### config.mk
export PLATFORM = sky130hd
export DESIGN_NAME = io_interface
export DESIGN_NICKNAME = d
export VERILOG_FILES = /design/src/rtl/io_interface.sv
export SDC_FILE = /design/constraint.sdc
export NUM_CORES = 1
export LEC_CHECK = 0
export CAP_MARGIN = 40
export CORE_UTILIZATION = 31
export DETAILED_ROUTE_END_ITERATION = 10
export PLACE_DENSITY = 0.73
export SETUP_SLACK_MARGIN = 0.2
export SLEW_MARGIN = 20
export SYNTH_ARGS = -nofsm -noshare
export SYNTH_HDL_FRONTEND = slang
export SYNTH_SLANG_ARGS = --single-unit
### constraint.sdc
create_clock -name clk -period 0.9 [get_ports clk]
set_input_delay 0.225 -clock clk [delete_from_list [all_inputs] [get_ports clk]]
set_output_delay 0.225 -clock clk [all_outputs]
set_load 0.01 [all_outputs]
### src/rtl/io_interface.sv
// Programmed-I/O and interrupt logic for a basic accumulator machine.
// The block holds INPR/OUTR, the FGI/FGO flags, IEN, R and a sticky output-overrun flag.
module io_interface (
  input  logic       clk,
  input  logic       rst,
  input  logic [7:0] ac_in,
  input  logic       inp_cmd,
  input  logic       out_cmd,
  input  logic       ion_cmd,
  input  logic       iof_cmd,
  input  logic       fetch_phase,
  input  logic       int_ack,
  input  logic [7:0] dev_in_data,
  input  logic       dev_in_valid,
  output logic       dev_in_ready,
  output logic [7:0] dev_out_data,
  output logic       dev_out_valid,
  input  logic       dev_out_ready,
  output logic [7:0] inpr_out,
  output logic       fgi,
  output logic       fgo,
  output logic       ien,
  output logic       int_req,
  output logic       out_ovr
);

  logic [7:0] inpr_reg, inpr_next;
  logic [7:0] outr_reg, outr_next;
  logic       fgi_reg, fgi_next;
  logic       fgo_reg, fgo_next;
  logic       ien_reg, ien_next;
  logic       r_reg, r_next;
  logic       ovr_reg, ovr_next;

  logic       in_accept;
  logic       out_done;

  assign in_accept = dev_in_valid & ~fgi_reg;
  assign out_done  = dev_out_ready & ~fgo_reg;

  always_comb begin
    inpr_next = inpr_reg;
    fgi_next  = fgi_reg;
    if (in_accept) begin
      inpr_next = dev_in_data;
      fgi_next  = 1'b1;
    end else if (inp_cmd && fgi_reg) begin
      fgi_next = 1'b0;
    end
  end

  // The device handshake completes even when a rejected OUT arrives in the same
  // cycle, so a consumed character is never presented twice.
  always_comb begin
    outr_next = outr_reg;
    fgo_next  = fgo_reg;
    ovr_next  = ovr_reg;
    if (out_cmd && fgo_reg) begin
      outr_next = ac_in;
      fgo_next  = 1'b0;
    end else begin
      if (out_cmd) begin
        ovr_next = 1'b1;
      end
      if (out_done) begin
        fgo_next = 1'b1;
      end
    end
  end

  always_comb begin
    ien_next = ien_reg;
    if (int_ack || iof_cmd) begin
      ien_next = 1'b0;
    end else if (ion_cmd) begin
      ien_next = 1'b1;
    end
  end

  always_comb begin
    r_next = r_reg;
    if (int_ack) begin
      r_next = 1'b0;
    end else if (!fetch_phase && ien_reg && (fgi_reg || fgo_reg)) begin
      r_next = 1'b1;
    end
  end

  always_ff @(posedge clk) begin
    if (rst) begin
      inpr_reg <= 8'h00;
      outr_reg <= 8'h00;
      fgi_reg  <= 1'b0;
      fgo_reg  <= 1'b1;
      ien_reg  <= 1'b0;
      r_reg    <= 1'b0;
      ovr_reg  <= 1'b0;
    end else begin
      inpr_reg <= inpr_next;
      outr_reg <= outr_next;
      fgi_reg  <= fgi_next;
      fgo_reg  <= fgo_next;
      ien_reg  <= ien_next;
      r_reg    <= r_next;
      ovr_reg  <= ovr_next;
    end
  end

  assign dev_in_ready  = ~fgi_reg;
  assign dev_out_valid = ~fgo_reg;
  assign dev_out_data  = outr_reg;
  assign inpr_out      = inpr_reg;
  assign fgi           = fgi_reg;
  assign fgo           = fgo_reg;
  assign ien           = ien_reg;
  assign int_req       = r_reg;
  assign out_ovr       = ovr_reg;

endmodule
# Yosys cells after proc, flatten, opt, wreduce, memory -nomap -nowiden

Index checks and enable logic that the tools add are counted.

Output and inout port bits: 23
Input port bits: 26
Flip-flop bits (word level): 21

Bitwise gates (word level): 5
Muxes and demuxes: 4
Reduce and logical (&&, ||, !) cells: 12

Operators by type and width:

| kind                | number |
|---|---|
| 1-bit logical AND   | 4 |
| 1-bit two-way mux   | 4 |
| 2-bit nonzero test  | 2 |
| 2-bit OR reduction  | 2 |
| 1-bit NOT           | 3 |
| 1-bit bitwise AND   | 2 |
| 1-bit logical OR    | 2 |
| 2-bit AND reduction | 1 |
| 1-bit logical NOT   | 1 |

# Longest topological paths before layout

Gate-level depths: netlist of the first run.

Word-level depth: 4
Mapped depth: 4
Depth with buffers taken out: 3

# Worst setup path before layout of the first run

No wires, ideal clock.

Path type: register to register
Start: register fgo_reg, in the netlist fgo
End: register ovr_reg, in the netlist out_ovr
Buffers on the path: 1
Data arrival time: 811 ps
Required time: 771 ps
Cell stages (with the launch flop): 5
Path slack: -40 ps
Library setup time: 129 ps
Clock period less this slack: 940 ps
Path through: dfxtp_1 -> buf_4 -> inv_1 -> a21oi_1 -> nor2_1

Word-level cells in the longest chain between the ends: 3

Ends and longest elaborated chain:

| item                                 | line | RTL |
|---|---|---|
| start: declaration                   | 30   | `logic fgo_reg, fgo_next;` |
| start signal: assignment             | 102  | `fgo_reg <= fgo_next;` |
| 1-bit logical AND                    | 58   | `if (out_cmd && fgo_reg) begin` |
| 1-bit NOT (no source line)           | n/a  |  |
| 2-bit AND reduction (no source line) | n/a  |  |
| end signal: assignment               | 105  | `ovr_reg <= ovr_next;` |
| end: declaration                     | 33   | `logic ovr_reg, ovr_next;` |

No other way between the ends.
A chain may end at the register's enable or synchronous reset.

# Worst setup path after layout of the first run

Start: register fgo_reg, in the netlist fgo
End: output dev_out_valid

Word-level cells in the longest chain between the ends: 1

Ends and longest elaborated chain:

| item             | line | RTL |
|---|---|---|
| 1-bit NOT        | 110  | `assign dev_out_valid = ~fgo_reg;` |
| end: declaration | 17   | `output logic dev_out_valid,` |

No other way between the ends.

==> flow_summary_export.csv, run 1 <==
group,metric,value,unit
logic_synthesis,synth_edf_count,0,
clocking,h-tree-depth,1,
logic_synthesis,synth.area.top_cells,"dfxtp_1 55%, nand2_1 12%, a21oi_1 11%",
routing,ant_nets,0,
routing,drcViolationCount,0,
cells_and_area,antenna_cells,0,
logic_synthesis,yosys.area.top_type,"dfxtp_1",
logic_synthesis,synth-xor-area-share,0,%
routing,vias,935,
die,die-width,51.6,um
job,drv_cap,0,
routing,drtIter0Drc,6,
die,num_rows,17,
logic_synthesis,syn_inst,92,
clocking,postCtsHoldBufs,0,
sta,fin_hold_ws,0.209,ns
logic_synthesis,synthFlopType,"dfxtp_1",
clocking,cts_tree,"built",
clocking,cts_sinks,21,
logic_synthesis,synth_common_cells,"24 x nand2_1, 21 x dfxtp_1, 17 x a21oi_1",
clocking,ctsLongestPathBuffers,2,
worst_setup_path,cp-end-kind,"output port",
logic_synthesis,synth_top_family_by_area,"simple AND/OR/NAND/NOR gates",
place,dp_hpwl,1.65,mm
power_and_ir_drop,pwr_density_cell,1210,nW/um^2
worst_setup_path,critical_path_class,"register to output port",
global_routing,grt_max_degree,12,
logic_synthesis,synth_seq_cells,21,
sta,finalClockSkew,0.00234,ns
run_status,violations,"setup timing",
logic_synthesis,syn-cell-area,762,um^2
sta,grt_setup_unrepaired,"true",
worst_setup_path,arrival,0.82,ns
place,port_buffers,48,
global_routing,overflow,0,
logic_synthesis,async_flop_share,0,%
routing,viasPerCell,4.87,
cells_and_area,finalNetCount,191,
global_routing,grt_pass1_vias,886,
clocking,numCtsBuffers,3,
routing,routedWlPerCell,15.5,um
routing,firstDrtPassIters,4,
global_routing,antenna_found_initial,0,
routing,routed_wirelength,2.97,mm
clocking,clock_latency,0.29,ns
logic_synthesis,synth-simple-area-share,24.6,%
sta,fin_crit,1.05,ns
sta,fmaxAchievable,955,MHz
place,place_area,1350,um^2
logic_synthesis,synth.most_common_cell,"nand2_1",
clocking,clockRootBuffer,"clkbuf_4",
power_and_ir_drop,ir_worst_vdd,1010,uV
sta,setup_viol,42,
logic_synthesis,syn-num-nets,118,
place,pre_cts_ws,-0.358,ns
clocking,clkTransAtPathRegs,0.11,ns
logic_synthesis,syn_avg_cell_area,8.28,um^2
place,place_congestion,0.763,
sta,drv_slew,0,
sta,slew_headroom,78.5,%
cells_and_area,stdcell_area,1750,um^2
power_and_ir_drop,p_leak,0.740,nW
logic_synthesis,yosysSeqAreaShare,55.2,%
power_and_ir_drop,total_power,0.00213,W
worst_setup_path,crit_required,0.67,ns
worst_setup_path,start_kind,"register",
die,dieArea,2660,um^2
die,die_h,51.6,um
logic_synthesis,synth.area.mux_share,0,%
logic_synthesis,synth_compound_area_share,13.8,%
sta,layout_setup_ws,-0.148,ns
die,start_util,33.8,%
die,core_area,2250,um^2
cells_and_area,fin_util,77.8,%
die,ios,49,
cells_and_area,layout-drive-gt1-share,70.7,%
worst_hold_path,hold_path_class,"primary input to register",
sta,worst_pin_slew,0.323,ns
cells_and_area,n_fill_cell,153,
logic_synthesis,synthAdderAreaFrac,0,%
logic_synthesis,netlist.area_leader.share,55.2,%
logic_synthesis,yosysWarnings,0,
cells_and_area,area_delta_synth_final,130,%
logic_synthesis,ys_types,21,
sta,hold_viol,0,
global_routing,track_usage,21.2,%
global_routing,grt_pass1_wl,4.08,mm
run_status,outcome,"finished with violations",
worst_setup_path,cp_max_fo,4,
sta,min_period_over_period,116,%
-- logic make-up (layout without fill, tap and decap cells) --
group / Yosys count / in the layout
AND/OR/NAND/NOR: 42 / 43
buffers and inverters: 9 / 80
AO/OA/AOI/OAI: 20 / 20
flip-flops: 21 / 21
-- placed cells by master (no fill, tap or decap), types with 3 or more instances in the layout --
| cell type | synthesis | final |
|---|---|---|
| a21oi_2 | 1 | 16 |
| nand2_1 | 24 | 8 |
| buf_6 | 1 | 24 |
| clkbuf_4 | 0 | 3 |
| buf_4 | 1 | 19 |
| dfxtp_2 | 0 | 19 |
| nand3_1 | 8 | 6 |
| nand2_2 | 1 | 14 |
| clkdlybuf4s50_1 | 0 | 22 |
-- critical path, cell delays in order, from the launching register on --
cell and delay [ns]:
dfxtp_4 0.39, inv_4 0.04, buf_6 0.11
-- metal layers --
metal | up-vias | GRT usage [%] | part of all wire, %
li1 | 450 | - | -
met1 | 433 | 22.2 | 39
met2 | 46 | 42.2 | 52
met3 | 6 | 4.97 | 8.0
met4 | 0 | 4.05 | 1.2
met5 | - | 0 | 0
-- final timing paths --
check,from,to,slack [ns],depth (start not counted)
worst max-delay path,fgo,dev_out_valid,-0.15,2
worst min-delay path,int_ack,ien,0.21,2
worst max register to register,fgo,int_req,-0.14,4
worst min register to register,inpr_out[0],inpr_out[0],0.47,2
-- cell type report --
| type | instances | area [um^2] | area share, % |
|---|---|---|---|
| timing repair buffer | 73 | 743 | 42.4 |
| multi-input combinational | 63 | 484 | 27.6 |
| sequential | 21 | 452 | 25.7 |
| tap | 28 | 35.0 | 2.00 |
| clock buffer | 4 | 26.3 | 1.50 |
| inverter | 3 | 13.8 | 0.785 |
-- repair_timing --
action,in CTS,in global routing
gates resized for setup,156,38
buffers inserted,8,4
setup endpoints to repair,44,44
cloned,3,0
pin swaps,15,9
-- power by group --
part | total (W) | internal, W | switching, W
combinational | 0.000656 | 0.000384 | 0.000272
clock | 0.000439 | 0.000172 | 0.000267
sequential | 0.00103 | 0.000991 | 0.0000434
total | 0.00213 | 0.00155 | 0.000583
-- per-stage QoR --
| step | TNS (ns) | instances |
|---|---|---|
| floorplan | 0 | 92 |
| global placement | -10.31 | 173 |
| detailed placement | -10.85 | 173 |
| CTS | -3.20 | 188 |
| global route | -4.95 | 192 |
| finish | -3.24 | 192 |
(Power assumes the default switching activity.)
==> inputs of run 2 (changes only) <==
- ABC_CLOCK_PERIOD_IN_PS: unset -> 900
- CTS_CLUSTER_SIZE: unset -> 10
==> results of run 2 <==
The final DEF is identical to that of run 1; final timing and power are the same.
